==> src/rtl/cluster_head_selector.sv <==
// Cluster-head table with a sequential fewest-hops / highest-Q selector.
// Optional build macro KCH_REPLACE_EN: a new ID arriving while full may evict the worst-hop slot.
module cluster_head_selector #(
    parameter int DEPTH = 16,
    parameter int ID_W  = 16,
    parameter int Q_W   = 16,
    parameter int HOP_W = 16
) (
    input  logic                       clk,
    input  logic                       nrst,
    input  logic                       wr_en,
    input  logic [ID_W-1:0]            wr_id,
    input  logic [Q_W-1:0]             wr_qvalue,
    input  logic [HOP_W-1:0]           wr_hops,
    output logic                       wr_ready,
    input  logic                       clear,
    input  logic                       start,
    output logic                       busy,
    output logic                       done,
    output logic                       found,
    output logic [ID_W-1:0]            chosen_ch,
    output logic [HOP_W-1:0]           chosen_hops,
    output logic [$clog2(DEPTH+1)-1:0] count,
    output logic                       full,
    output logic                       overflow
);
    localparam int IDX_W = $clog2(DEPTH);
    localparam int CNT_W = $clog2(DEPTH+1);

    typedef enum logic [1:0] {S_IDLE, S_SCAN, S_DONE} state_t;

    state_t             state_q;
    logic [ID_W-1:0]    id_q   [DEPTH];
    logic [Q_W-1:0]     qv_q   [DEPTH];
    logic [HOP_W-1:0]   hops_q [DEPTH];
    logic [IDX_W-1:0]   idx_q;
    logic               best_valid_q;
    logic [ID_W-1:0]    best_id_q;
    logic [Q_W-1:0]     best_q_q;
    logic [HOP_W-1:0]   best_hops_q;
    logic               busy_q, done_q, found_q, overflow_q;
    logic [ID_W-1:0]    chosen_ch_q;
    logic [HOP_W-1:0]   chosen_hops_q;
    logic [CNT_W-1:0]   count_q;

    logic               wr_accept;
    logic               match_hit, free_hit, cand_better;
    logic [IDX_W-1:0]   match_idx, free_idx;
`ifdef KCH_REPLACE_EN
    logic [IDX_W-1:0]   repl_idx;
    logic [HOP_W-1:0]   repl_hops;
    logic               repl_ok;
`endif

    assign wr_accept   = wr_en && !busy_q && (wr_id != '0) && !clear;
    assign wr_ready    = !busy_q;
    assign busy        = busy_q;
    assign done        = done_q;
    assign found       = found_q;
    assign chosen_ch   = chosen_ch_q;
    assign chosen_hops = chosen_hops_q;
    assign count       = count_q;
    assign full        = (count_q == CNT_W'(DEPTH));
    assign overflow    = overflow_q;

    // Lowest-index match and lowest-index free slot for the incoming write.
    always_comb begin
        match_hit = 1'b0;
        match_idx = '0;
        free_hit  = 1'b0;
        free_idx  = '0;
        for (int i = 0; i < DEPTH; i++) begin
            if (!match_hit && id_q[i] == wr_id) begin
                match_hit = 1'b1;
                match_idx = IDX_W'(i);
            end
            if (!free_hit && id_q[i] == '0) begin
                free_hit = 1'b1;
                free_idx = IDX_W'(i);
            end
        end
    end

`ifdef KCH_REPLACE_EN
    // Only consulted when full, so every slot is occupied; strict > keeps the lowest index on ties.
    always_comb begin
        repl_idx  = '0;
        repl_hops = hops_q[0];
        for (int i = 1; i < DEPTH; i++) begin
            if (hops_q[i] > repl_hops) begin
                repl_hops = hops_q[i];
                repl_idx  = IDX_W'(i);
            end
        end
        repl_ok = (wr_hops < repl_hops);
    end
`endif

    assign cand_better = (id_q[idx_q] != '0) &&
                         (!best_valid_q || (hops_q[idx_q] < best_hops_q) ||
                          ((hops_q[idx_q] == best_hops_q) && (qv_q[idx_q] > best_q_q)));

    always_ff @(posedge clk or negedge nrst) begin
        if (!nrst) begin
            state_q       <= S_IDLE;
            for (int i = 0; i < DEPTH; i++) begin
                id_q[i]   <= '0;
                qv_q[i]   <= '0;
                hops_q[i] <= '0;
            end
            idx_q         <= '0;
            best_valid_q  <= 1'b0;
            best_id_q     <= '0;
            best_q_q      <= '0;
            best_hops_q   <= '0;
            busy_q        <= 1'b0;
            done_q        <= 1'b0;
            found_q       <= 1'b0;
            overflow_q    <= 1'b0;
            chosen_ch_q   <= '0;
            chosen_hops_q <= '0;
            count_q       <= '0;
        end else begin
            done_q     <= 1'b0;
            overflow_q <= 1'b0;
            if (clear) begin
                // Flush aborts any scan silently; chosen_* keep their last values.
                for (int i = 0; i < DEPTH; i++) id_q[i] <= '0;
                count_q <= '0;
                state_q <= S_IDLE;
                busy_q  <= 1'b0;
            end else begin
                if (wr_accept) begin
                    if (match_hit) begin
                        qv_q[match_idx]   <= wr_qvalue;
                        hops_q[match_idx] <= wr_hops;
                    end else if (free_hit) begin
                        id_q[free_idx]   <= wr_id;
                        qv_q[free_idx]   <= wr_qvalue;
                        hops_q[free_idx] <= wr_hops;
                        count_q          <= count_q + CNT_W'(1);
                    end else begin
`ifdef KCH_REPLACE_EN
                        if (repl_ok) begin
                            id_q[repl_idx]   <= wr_id;
                            qv_q[repl_idx]   <= wr_qvalue;
                            hops_q[repl_idx] <= wr_hops;
                        end else begin
                            overflow_q <= 1'b1;
                        end
`else
                        overflow_q <= 1'b1;
`endif
                    end
                end
                case (state_q)
                    S_IDLE: begin
                        if (start) begin
                            state_q      <= S_SCAN;
                            busy_q       <= 1'b1;
                            idx_q        <= '0;
                            best_valid_q <= 1'b0;
                            best_id_q    <= '0;
                            best_q_q     <= '0;
                            best_hops_q  <= '0;
                        end
                    end
                    S_SCAN: begin
                        if (cand_better) begin
                            best_valid_q <= 1'b1;
                            best_id_q    <= id_q[idx_q];
                            best_q_q     <= qv_q[idx_q];
                            best_hops_q  <= hops_q[idx_q];
                        end
                        if (idx_q == IDX_W'(DEPTH-1)) state_q <= S_DONE;
                        else                          idx_q   <= idx_q + IDX_W'(1);
                    end
                    S_DONE: begin
                        chosen_ch_q   <= best_id_q;
                        chosen_hops_q <= best_hops_q;
                        found_q       <= best_valid_q;
                        done_q        <= 1'b1;
                        busy_q        <= 1'b0;
                        state_q       <= S_IDLE;
                    end
                    default: state_q <= S_IDLE;
                endcase
            end
        end
    end
endmodule

==> config.mk <==
export PLATFORM = sky130hd
export DESIGN_NAME = cluster_head_selector
export DESIGN_NICKNAME = d
export VERILOG_FILES = /design/src/rtl/cluster_head_selector.sv
export SDC_FILE = /design/constraint.sdc
export NUM_CORES = 2
export LEC_CHECK = 0
export CORE_AREA = 2 2 349 213
export CTS_BUF_LIST = sky130_fd_sc_hd__clkbuf_2 sky130_fd_sc_hd__clkbuf_4 sky130_fd_sc_hd__clkbuf_8
export DETAILED_ROUTE_END_ITERATION = 7
export DIE_AREA = 0 0 351 215
export HOLD_SLACK_MARGIN = 0.02
export MAX_ROUTING_LAYER = met4
export PLACE_DENSITY = 0.87
export SLEW_MARGIN = 10
export SYNTH_ARGS = -nofsm -noshare
export SYNTH_HDL_FRONTEND = slang
export SYNTH_SLANG_ARGS = --single-unit
export TNS_END_PERCENT = 30
==> constraint.sdc <==
create_clock -name clk -period 12.14 [get_ports clk]
set_input_delay 2.428 -clock clk [delete_from_list [all_inputs] [get_ports clk]]
set_output_delay 2.428 -clock clk [all_outputs]
set_load 0.05 [all_outputs]
==> impl_table.tex <==
\begin{tabular}{lr}
\hline
Metric & Value \\
\hline
\multicolumn{2}{l}{\textbf{CTS}} \\
Clock-pin slew of the registers on the worst-case setup and hold paths & 70 ps \\
H-tree level count & 4 \\
Library cell used as clock root buffer & sky130\_fd\_sc\_hd\_\_clkbuf\_8 \\
Quantity of hold-fixing buffers added after cts & 0 \\
Worst-case clock buffer depth & 3 \\
CTS tree & done \\
CTS Buf Count & 131 \\
Post-cts resize count & 0 \\
Post-CTS setup buffer count & 0 \\
Worst-skew pair later-pin latency & 850 ps \\
Count of clock tree sinks & 864 \\
\multicolumn{2}{l}{\textbf{Power and ir drop}} \\
Seq pwr share & 41.1\% \\
Comb pwr share & 29.5\% \\
Net switching share of the total power & 33.46\% \\
Internal Dissipation & 0.005954 W \\
VDD IR max & 0.0001229 V \\
Pwr Density & 189.3 nW/um\^{}2 \\
Fraction of power consumed by the clock network & 29.4\% \\
Net switching power figure & 0.002994 W \\
Leakage power of the design & 20.77 nW \\
\multicolumn{2}{l}{\textbf{Placement}} \\
Post-placement setup slack & 4168 ps \\
Final weighted congestion in routability-driven placement & 1.027 \\
Number of port buffers & 95 \\
Post-detailed-placement half-perimeter wirelength & 78.48 mm \\
\multicolumn{2}{l}{\textbf{Timing}} \\
Rel. slew slack & 15.60\% \\
Count of final setup violators & 0 \\
Minimum period implied by the final worst setup slack & 7440 ps \\
Smallest setup slack after layout & 4700 ps \\
Hold slack final & 482.1 ps \\
Final hold violation count & 0 \\
Setup clock skew after layout & 55.11 ps \\
RSZ-0062 raised after global routing & no \\
Post-route clock period utilization & 61.29\% \\
Final sum of negative setup slack & 0 ps \\
Slew Limit Fails & 0 \\
Worst Max-Slew Pin Slew & 1259 ps \\
Max Clock Freq & 134.4 MHz \\
\multicolumn{2}{l}{\textbf{Die}} \\
Initial Util & 59.24\% \\
Chip Height & 215 um \\
Placeable core region & 72550 um\^{}2 \\
Number of core rows & 77 \\
IO Count & 96 \\
Die area & 75470 um\^{}2 \\
Die width & 351 um \\
\multicolumn{2}{l}{\textbf{Critical path}} \\
Number of logic stages on the critical path including buffering & 12 \\
Arrival time worst endpoint & 8130 ps \\
Setup Crit Path Kind & primary input to flop \\
Ordered cell list for the critical path & clkdlybuf4s50\_1, buf\_4, xnor2\_1, nand4\_1, nor4\_1, nor3b\_2, nand4\_2, or2\_1, o21a\_1, nor2b\_4, buf\_4, mux2\_2 \\
Critical Path Source & wr\_id[1] \\
Endpoint type of the worst setup path & flop \\
CP Buf/Inv Count & 3 \\
Crit path to & qv\_q[152] \\
Register-to-register setup slack & 5210 ps \\
Crit Reg-Reg Endpoint & best\_id\_q[0] \\
CP startpoint kind & primary input \\
Crit-path max cell delay & 1000 ps \\
Worst endpoint required time & 12830 ps \\
Reg-to-reg critical path startpoint & idx\_q[1] \\
Slowest stage cell, crit path & sky130\_fd\_sc\_hd\_\_clkdlybuf4s50\_1 \\
Cells on worst reg2reg path & 13 \\
Cell repeated most along the worst path & sky130\_fd\_sc\_hd\_\_buf\_4 \\
Cell family with most CP delay & simple AND/OR/NAND/NOR gates \\
CP max FO & 23 \\
\multicolumn{2}{l}{\textbf{Global routing}} \\
Global-route usage over all layers & 35.05\% \\
Vias in the first global route & 29617 \\
First-pass GRT wire length & 190.7 mm \\
Pin count of the biggest net entering global routing & 171 \\
Overall overflow remaining after global route & 0 \\
Antenna violations before repair & 9 \\
\multicolumn{2}{l}{\textbf{Logic synthesis}} \\
Dominant cells by area after synthesis & sky130\_fd\_sc\_hd\_\_dfrtp\_1 50\%, sky130\_fd\_sc\_hd\_\_mux4\_2 13\%, sky130\_fd\_sc\_hd\_\_mux2\_2 11\%, sky130\_fd\_sc\_hd\_\_xnor2\_1 4.0\%, sky130\_fd\_sc\_hd\_\_mux2\_1 2.5\% \\
Number of distinct library cells after synthesis & 75 \\
Count of state elements after synthesis & 864 \\
Synthesized net count & 3313 \\
Count of flip-flops with a built-in enable after synthesis & 0 \\
Yosys Warn Count & 0 \\
Post-synthesis async set-or-reset flop share & 100.0\% \\
Commonest cells in the netlist & 864 x sky130\_fd\_sc\_hd\_\_dfrtp\_1, 416 x sky130\_fd\_sc\_hd\_\_mux2\_2, 240 x sky130\_fd\_sc\_hd\_\_mux4\_2 \\
Sequential fraction of the synthesis area & 50.31\% \\
Top cell type's share of synthesized area & 50.31\% \\
Combined area of all synthesized cells & 42980 um\^{}2 \\
Library cell with the highest instance count after synthesis & sky130\_fd\_sc\_hd\_\_dfrtp\_1 \\
Top cell type by total area after synthesis & sky130\_fd\_sc\_hd\_\_dfrtp\_1 \\
Primary flip-flop cell chosen by synthesis mapping & sky130\_fd\_sc\_hd\_\_dfrtp\_1 \\
Avg Inst Size Synth & 13.33 um\^{}2 \\
Count of mapped cells out of synthesis & 3225 \\
\multicolumn{2}{l}{\textbf{Final layout}} \\
Area growth, synth to finish & 9.968\% \\
Share of post-route cells with drive strength above 1 & 30.62\% \\
Post-layout nets & 3344 \\
\multicolumn{2}{l}{\textbf{Flow run}} \\
Max-cap violations & 0 \\
\multicolumn{2}{l}{\textbf{Routing}} \\
Number of search-and-repair iterations in the first detailed-routing pass & 8 \\
Detailed-route wire length per cell & 28.57 um \\
Detail Route Antenna Nets & 0 \\
Vias post-DR & 28955 \\
Number of violations reported at the end of detailed-routing iteration 0 & 4050 \\
Number of vias per cell after detailed routing & 6.656 \\
Detailed Route WL & 124.3 mm \\
Number of remaining DRC errors & 0 \\
\multicolumn{2}{l}{\textbf{Status}} \\
Status & complete, no violations \\
\multicolumn{2}{l}{\textbf{Min path}} \\
Kind of path behind the tightest hold check & flop to flop \\
Beginning of the worst hold path & hops\_q[131] \\
\hline
\end{tabular}
[logic make-up after synthesis]
| group | count (synthesis) | share of synthesized area (%) |
|---|---|---|
| multiplexers | 786 | 27.13 |
| buffers and inverters | 399 | 4.516 |
| adder cells (fa/ha/maj) | 35 | 1.019 |
| XOR/XNOR | 259 | 5.278 |
| flip-flops | 864 | 50.31 |
| AND/OR/NAND/NOR | 510 | 6.309 |
| AO/OA/AOI/OAI | 372 | 5.438 |
[layout make-up]
cell class	count	area, um^2
clock buffers	205	2590
well taps	987	1235
multi-input cells	1962	19530
inverters	140	525.5
diodes	9	22.52
repair buffers	157	1463
clock inverters	26	259.0
flip-flops and latches	864	21630
fillers	5049	25290
[worst min-delay path by stage]
| stage | end | slack [ps] | cells past startpoint |
|---|---|---|---|
| 3_5_place_dp | hops_q[131] | 470 | 1 |
| 6_report | hops_q[131] | 480 | 1 |
| 3_3_place_gp | hops_q[11] | 460 | 1 |
| 2_1_floorplan | hops_q[0] | 450 | 1 |
| 5_1_grt | hops_q[65] | 500 | 1 |
| 4_1_cts | hops_q[139] | 480 | 1 |
[power by group through the flow]
stage | logic, W | clock network [W] | registers, W
floorplan | 0.00189 | 0 | 0.00355
finish | 0.00264 | 0.00263 | 0.00368
global placement | 0.00247 | 0 | 0.00368
detailed placement | 0.00257 | 0 | 0.00370
global route | 0.00281 | 0.00279 | 0.00372
CTS | 0.00259 | 0.00266 | 0.00366
[through the flow]
stage,instance area (um^2),utilization [%],total power [W],std cells
3_5_place_dp,44390,61.19,0.006269,4110
6_report,47260,65.15,0.008947,4350
4_1_cts,47240,65.11,0.008909,4341
3_3_place_gp,44390,61.19,0.006148,4110
2_1_floorplan,42980,-,0.005433,3225
5_1_grt,47260,65.15,0.009318,4350
[flip-flops by register name (all words and copies together) (netlist names), 2 cells and up]
| register | cells |
|---|---|
| best_id_q | 16 |
| count | 5 |
| state_q | 2 |
| best_q_q | 16 |
| best_hops_q | 16 |
| id_q | 256 |
| chosen_hops | 16 |
| idx_q | 4 |
| qv_q | 256 |
| hops_q | 256 |
| chosen_ch | 16 |
[placed cells by master, fill, tap and decap left out, types with 9 or more instances in the layout]
cell / count
sky130_fd_sc_hd__dfrtp_1: 860
sky130_fd_sc_hd__mux2_2: 416
sky130_fd_sc_hd__mux4_2: 240
sky130_fd_sc_hd__nor2_1: 197
sky130_fd_sc_hd__xnor2_1: 195
sky130_fd_sc_hd__a21oi_1: 172
sky130_fd_sc_hd__clkbuf_8: 169
sky130_fd_sc_hd__inv_1: 140
sky130_fd_sc_hd__nor4_1: 103
sky130_fd_sc_hd__o22ai_1: 96
sky130_fd_sc_hd__mux2_1: 95
sky130_fd_sc_hd__clkdlybuf4s50_1: 93
sky130_fd_sc_hd__nand4_1: 76
sky130_fd_sc_hd__xor2_1: 64
sky130_fd_sc_hd__buf_4: 59
sky130_fd_sc_hd__a22o_1: 48
sky130_fd_sc_hd__clkbuf_4: 37
sky130_fd_sc_hd__ha_1: 35
sky130_fd_sc_hd__mux2_4: 30
sky130_fd_sc_hd__nand2_1: 25
sky130_fd_sc_hd__nand3_1: 20
sky130_fd_sc_hd__nand2b_1: 19
sky130_fd_sc_hd__o21ai_0: 13
sky130_fd_sc_hd__clkinv_2: 10
sky130_fd_sc_hd__diode_2: 9
sky130_fd_sc_hd__nor3_1: 9
[metal layers]
| layer | routed length [um] | track usage [%] |
|---|---|---|
| met5 | 0 | - |
| met4 | 3113 | 10.36 |
| met3 | 17440 | 13.81 |
| met2 | 51470 | 45.23 |
| met1 | 52270 | 50.91 |
Power figures use the tool's default switching activity.
